### src/rtl/seq_gen_1010.sv
// seq_gen_1010: serial pattern transmitter feeding Mealy 1010 detectors.
// Define SEQ_GAP_EN to insert GAP idle cycles between consecutive frames.
module seq_gen_1010 #(
    parameter int               PAT_W   = 4,
    parameter logic [PAT_W-1:0] PATTERN = 4'b1010,
    parameter int               CNT_W   = 4,
    parameter int               GAP     = 2
) (
    input  logic             clk,
    input  logic             rst,
    input  logic             start,
    input  logic [CNT_W-1:0] count,
    input  logic             ready,
    output logic             out,
    output logic             valid,
    output logic             busy,
    output logic             done
);

    localparam int IW = $clog2(PAT_W);
    localparam logic [IW-1:0] LAST = IW'(PAT_W - 1);

    if (PAT_W < 2 || GAP < 1) begin : g_bad_param
        $error("seq_gen_1010: PAT_W must be >= 2 and GAP >= 1");
    end

`ifdef SEQ_GAP_EN
    localparam int GW = (GAP > 1) ? $clog2(GAP) : 1;
    localparam logic [GW-1:0] GLAST = GW'(GAP - 1);

    typedef enum logic [1:0] {
        S_IDLE, S_SEND, S_GAP, S_DONE
    } state_t;

    logic [GW-1:0] gcnt, gcnt_n;
`else
    typedef enum logic [1:0] {
        S_IDLE, S_SEND, S_DONE
    } state_t;
`endif

    state_t           state, state_n;
    logic [PAT_W-1:0] sreg, sreg_n;
    logic [IW-1:0]    idx, idx_n;
    logic [CNT_W-1:0] frames, frames_n;

    logic out_d, valid_d, busy_d, done_d;

    // State and datapath registers.
    always_ff @(posedge clk or negedge rst) begin
        if (!rst) begin
            state  <= S_IDLE;
            sreg   <= '0;
            idx    <= '0;
            frames <= '0;
`ifdef SEQ_GAP_EN
            gcnt   <= '0;
`endif
        end else begin
            state  <= state_n;
            sreg   <= sreg_n;
            idx    <= idx_n;
            frames <= frames_n;
`ifdef SEQ_GAP_EN
            gcnt   <= gcnt_n;
`endif
        end
    end

    // Next state: frame sequencing, shifting and frame counting.
    always_comb begin
        state_n  = state;
        sreg_n   = sreg;
        idx_n    = idx;
        frames_n = frames;
`ifdef SEQ_GAP_EN
        gcnt_n   = gcnt;
`endif
        unique case (state)
            S_IDLE: begin
                if (start) begin
                    if (count != '0) begin
                        sreg_n   = PATTERN;
                        frames_n = count;
                        idx_n    = '0;
                        state_n  = S_SEND;
                    end else begin
                        state_n = S_DONE;
                    end
                end
            end
            S_SEND: begin
                if (ready) begin
                    if (idx == LAST) begin
                        idx_n    = '0;
                        frames_n = frames - 1'b1;
                        if (frames != CNT_W'(1)) begin
                            sreg_n = PATTERN;
`ifdef SEQ_GAP_EN
                            gcnt_n  = '0;
                            state_n = S_GAP;
`else
                            state_n = S_SEND;
`endif
                        end else begin
                            state_n = S_DONE;
                        end
                    end else begin
                        sreg_n = sreg << 1;
                        idx_n  = idx + 1'b1;
                    end
                end
            end
`ifdef SEQ_GAP_EN
            S_GAP: begin
                if (gcnt == GLAST) begin
                    state_n = S_SEND;
                end else begin
                    gcnt_n = gcnt + 1'b1;
                end
            end
`endif
            S_DONE: begin
                state_n = S_IDLE;
            end
            default: begin
                state_n = S_IDLE;
            end
        endcase
    end

    // Output decode from the upcoming state so outputs can be registered.
    always_comb begin
        out_d   = 1'b0;
        valid_d = 1'b0;
        busy_d  = 1'b1;
        done_d  = 1'b0;
        unique case (1'b1)
            (state_n == S_IDLE): busy_d = 1'b0;
            (state_n == S_SEND): begin
                valid_d = 1'b1;
                out_d   = sreg_n[PAT_W-1];
            end
            (state_n == S_DONE): done_d = 1'b1;
            default: ;
        endcase
    end

    // Output registers; reset clears them immediately.
    always_ff @(posedge clk or negedge rst) begin
        if (!rst) begin
            out   <= 1'b0;
            valid <= 1'b0;
            busy  <= 1'b0;
            done  <= 1'b0;
        end else begin
            out   <= out_d;
            valid <= valid_d;
            busy  <= busy_d;
            done  <= done_d;
        end
    end

endmodule
### config.mk
export PLATFORM = sky130hd
export DESIGN_NAME = seq_gen_1010
export DESIGN_NICKNAME = d
export VERILOG_FILES = /design/src/rtl/seq_gen_1010.sv
export SDC_FILE = /design/constraint.sdc
export NUM_CORES = 1
export LEC_CHECK = 0
export CORE_MARGIN = 2
export CORE_UTILIZATION = 46
export CTS_CLUSTER_DIAMETER = 200
export DETAILED_ROUTE_END_ITERATION = 6
export PLACE_DENSITY = 0.79
export SLEW_MARGIN = 20
export SYNTH_ARGS = -nofsm -noshare
export SYNTH_HDL_FRONTEND = slang
export SYNTH_SLANG_ARGS = --single-unit
export TNS_END_PERCENT = 100
### constraint.sdc
create_clock -name clk -period 1.5 [get_ports clk]
set_clock_uncertainty 0.1 [all_clocks]
set_input_delay 0.45 -clock clk [delete_from_list [all_inputs] [get_ports clk]]
set_output_delay 0.45 -clock clk [all_outputs]
set_load 0.02 [all_outputs]
Yosys cells after proc, flatten, opt, wreduce, memory -nomap -nowiden

Index checks and enable logic that the tools add are counted.
W data, S select, Z words.

Flip-flop bits (word level): 16
Bits in latches: 0
Bits in writable memories: 0
ROM bits: 0
Bits of input ports: 8
Output and inout port bits: 4
Logic and storage cells: 54
Memories kept: 0

$add $sub $neg: 2
$mul: 0
Div/mod/pow operators: 0
Magnitude comparators: 0
Equal/unequal tests: 10
Shifts and indexed selects: 0
Muxes and demuxes: 26
Bitwise logic cells: 0
Reductions and logical operators: 7

Operators with widths:

| operator              | number |
|---|---|
| $mux W4               | 9 |
| $mux W2               | 9 |
| $pmux W4 S2           | 2 |
| $reduce_and A5 Y1     | 2 |
| $ne A2 B2 Y1 const B  | 4 |
| $pmux W2 S2           | 2 |
| $eq A2 B1 Y1 const B  | 2 |
| $eq A2 B2 Y1 const B  | 2 |
| $logic_not A2 Y1      | 2 |
| $mux W1               | 4 |
| $ne A4 B1 Y1 const B  | 1 |
| $reduce_and A4 Y1     | 1 |
| $reduce_bool A4 Y1    | 1 |
| $sub A4 B1 Y4 const B | 1 |
| $ne A3 B3 Y1 const B  | 1 |
| $add A2 B1 Y2 const B | 1 |
| $reduce_bool A2 Y1    | 1 |

Logic depth before layout (Yosys ltp)

Depth after elaboration: 7
Depth in mapped cells: 6
Mapped depth without buffers: 6

Least setup slack after synthesis

Ideal clock, no wire load.

Path kind: input -> register
Start point: input port count[2]
End point: register frames[2]
Setup time: 0.123 ns
Data arrival time: 1.424 ns
Data required time: 1.277 ns
Setup slack: -0.147 ns
Stages: 4
Path buffers: 0
Cells stage by stage: or4_4 nand2_4 a21oi_2 o221a_1

Word-level cells in the longest chain between the ends: 3
Elaborated cells on any way between the ends: 6
Those cells by class: 1 x eq/ne; 3 x mux; 2 x reduce/logical

Ends and longest elaborated chain:

| what                                                       | RTL line | RTL |
|---|---|---|
| start, declared                                            | 12       | `input logic [CNT_W-1:0] count,` |
| $reduce_bool A4 Y1 or $mux W4 (tied branches)              | 82       | `if (count != '0) begin` |
| $ne A2 B2 Y1 (no line) or $mux W4 (tied branches)          | -        |  |
| $reduce_and A5 Y1 (no line) or $pmux W4 S2 (tied branches) | -        |  |
| end signal, assigned                                       | 63       | `frames <= frames_n;` |
| end, declared                                              | 45       | `logic [CNT_W-1:0] frames, frames_n;` |

Several ways; a longest one is shown, not always the timed one. The select of a mux whose other input is x is not followed.
A chain may end at the register's enable or synchronous reset.

Final worst setup path

Start point: register frames[1]
End point: register out

Word-level cells in the longest chain between the ends: 7
Elaborated cells on any way between the ends: 11
Those cells by class: 2 x eq/ne; 9 x mux

Ends and longest elaborated chain:

| what                 | RTL line | RTL |
|---|---|---|
| $ne A4 B1 Y1 (*)     | 97       | `if (frames != CNT_W'(1)) begin` |
| $mux W2              | 97       |  |
| $mux W2              | 94       | `if (idx == LAST) begin` |
| $mux W2              | 93       | `if (ready) begin` |
| $pmux W2 S2          | 79       | `unique case (state)` |
| $eq A2 B1 Y1         | 140      | `(state_n == S_SEND): begin` |
| $mux W1 (*)          | 138      | `unique case (1'b1)` |
| net out_d            | 47       | `logic out_d, valid_d, busy_d, done_d;` |
| end signal, assigned | 157      | `out <= out_d;` |
| end, declared        | 14       | `output logic out,` |

Mark *: on every way through the listed nets, which the timed path passes. The rest lies on a longest branch. The select of a mux whose other input is x is not followed.

==> run summary <==
Status - finished, violations left
Violated checks - setup timing
FF+latch count, synth - 15
First-pass GRT wire length - 3440 µm
Routed wire length - 2340 µm
Synth Area in XOR/XNOR - 0%
Mean area per synthesized cell - 10.1 µm²
Final hold viol count - 0
Synth top area share - 46.3%
CTS tree - yes
Buf+Inv Stages, Crit Path - 1
Syn Inst Count - 80
Die area - 2110 µm²
Post-synth cell types - 31
Vias in the first global route - 747
Setup violators final - 9
Tcrit/Tclk final - 116%
Area growth syn-to-layout - 53.7%
Top post-synthesis cells by area - dfrtp_1, ha_1, o221a_1
Vias - 799
Gr busiest metal - met2
Antenna violations before repair - 0
Synth Area in Adders - 4.63%
Post-synthesis cell area - 811 µm²
Minimum clock period - 1.74 ns
PnR worst setup slack - -0.236 ns
Clock network power share - 10.8%
Net Sw Power - 0.882 mW
Placer Congestion - 0.898
Critical Path Start Type - flop
Number of I/O pins - 12
Top Family by Delay on Critical Path - compound AO/OA/AOI/OAI gates
Worst-path cell chain - inv_2, ha_4, or3b_4, o21bai_4, a21oi_4, o221a_1
Mapped Nets - 91
DRT Pass-1 Iters - 4
Wire length per cell - 16.9 µm
Max VDD drop - 0.000973 V
WHS - 0.356 ns
Max H-tree Level - 1
Main combinational cell family by area after synthesis - compound AO/OA/AOI/OAI gates
Initial Util - 48.0%
Commonest non-fill, non-tap cell in the layout - buf_4
Largest fanout on the critical path - 4
Mux cell area share after synthesis - 3.86%
Commonest non-fill, non-tap cells in the layout - buf_4, dfrtp_1, nand2_1
Skew-Pair Late Insertion Delay - 0.30 ns
Via/cell ratio - 5.79
Hold buffers post-CTS - 0
Pwr Total - 2.22 mW
Post-synth top area cell - dfrtp_1
GR Overflow Total - 0
Die W - 46.0 µm
Post-synthesis sequential area ratio - 46.3%
Slowest stage cell, crit path - or3b_4
Clock transition at the registers of the reported paths - 0.10 ns
Dpl ws - -0.623 ns
PwrDens - 1780 nW/µm²
Max_slew headroom - 85.4%
RSZ-0062 raised after global routing - true
Hold WC Path Type - in2async
WP data arrival - 1.82 ns
HPWL after DPL - 1420 µm
Final #Nets - 133
Switching Share - 39.7%
Fmax - 576 MHz
CTS Buffer Depth - 2
YS warnings - 0
Slew @ Worst Pin - 0.217 ns
Setup CP Type - reg2reg
Diode count - 0
Delay of the slowest critical-path stage - 0.42 ns
Leakage - 0.577 nW
Global-route usage over all layers - 24.2%
Share of layout cells above drive strength 1 - 53.7%
Max_cap viols - 0
GR Util met1 - 31.4%
Met3 Track Usage GR - 4.76%
Max-slew violations - 0
Clock sinks - 15
Num CTS Buffers - 3
Pin count of the biggest net entering global routing - 16
ANT nets after route - 0
Row Count - 15
Internal Pwr Total - 1.34 mW
Sequential Power Share - 30.5%
Simple-gate share of the synthesized area - 17.9%
Initial drt markers - 32
CP required - 1.58 ns
Drt drc - 0
Placed inst area - 1090 µm²
Post-route cell area - 1250 µm²
Setup TNS - -1.59 ns
CTS root buffer - clkbuf_4
Met2 usage - 37.2%
DIE HEIGHT - 46.0 µm
Number of port buffers - 11
Combinational Power Share - 58.6%
Post-synthesis compound-gate area fraction - 23.0%
Critical Path End Type - flop
CORE AREA - 1690 µm²
-- worst paths after layout --
check	to	slack, ns	cells after the start	start
worst max-delay path	out$_DFF_PN0_	-0.24	6	frames[1]$_DFFE_PN0P_
worst min-delay path	frames[3]$_DFFE_PN0P_	0.36	2	rst
min in group clk	frames[1]$_DFFE_PN0P_	0.39	3	count[1]
max in group asynchronous	idx[0]$_DFFE_PN0P_	0.76	2	rst
worst max register to register	out$_DFF_PN0_	-0.24	6	frames[1]$_DFFE_PN0P_
worst min register to register	done$_DFF_PN0_	0.41	1	state[1]$_DFF_PN0_
-- worst reg2reg max path, stage by stage (launching register included) --
cell,delay (ns)
dfrtp_1,0.41
inv_2,0.09
ha_4,0.12
or3b_4,0.42
o21bai_4,0.19
a21oi_4,0.09
o221a_1,0.21
-- metrics by stage --
stage	utilization, %	std cells
floorplan	-	80
global placement	64.5	126
global route	73.8	138
finish	73.8	138
detailed placement	64.5	126
CTS	70.6	136
-- power by group through the flow --
stage	registers (mW)	logic (mW)	clock network, mW
global route	0.688	1.40	0.271
global placement	0.653	0.968	0
detailed placement	0.662	1.02	0
CTS	0.653	1.15	0.249
floorplan	0.711	0.539	0
finish	0.677	1.30	0.241
-- state kept, by name, summed over array words and instances (netlist names) --
name	count
frames	4
sreg	3
valid	1
busy	1
state	2
out	1
idx	2
done	1
-- logic make-up after synthesis --
logic type | Yosys count
buf+inv | 9
simple gates | 24
fa+ha+maj | 3
mux | 3
compound gates | 26
flops | 15
-- cell usage after synthesis (all sizes together) --
cell type / number
dfrtp: 15
a21oi: 10
nand2: 8
inv: 7
o21ai: 6
ha: 3
nand3: 3
nor2: 3
o221a: 3
mux2i: 2
nor3: 2
o22ai: 2
or2: 2
a22oi: 1
a31oi: 1
and2b: 1
and4b: 1
buf: 1
clkbuf: 1
mux2: 1
nand2b: 1
o21a: 1
o21bai: 1
o22a: 1
or3: 1
or3b: 1
or4: 1
-- per-layer routing --
metal | wire [µm] | part of all wire [%]
met2 | 1220 | 52
met5 | 0 | 0
met4 | 90 | 3.8
met3 | 86 | 3.7
met1 | 938 | 40
-- layout make-up --
cell class                 count  area [µm²]
clock buffer                   3        22.5
clock inverter                 1        5.00
fill                         114         443
inverter                       7        26.3
multi-input combinational     56         509
sequential                    15         375
tap                           17        21.3
timing repair buffer          39         287
-- what timing repair did --
action	CTS	global route
resized for setup	35	19
setup endpoints to repair	19	18
setup buffers	6	2
pin swaps	7	6
gates cloned	0	0
Power figures use the tool's default switching activity.
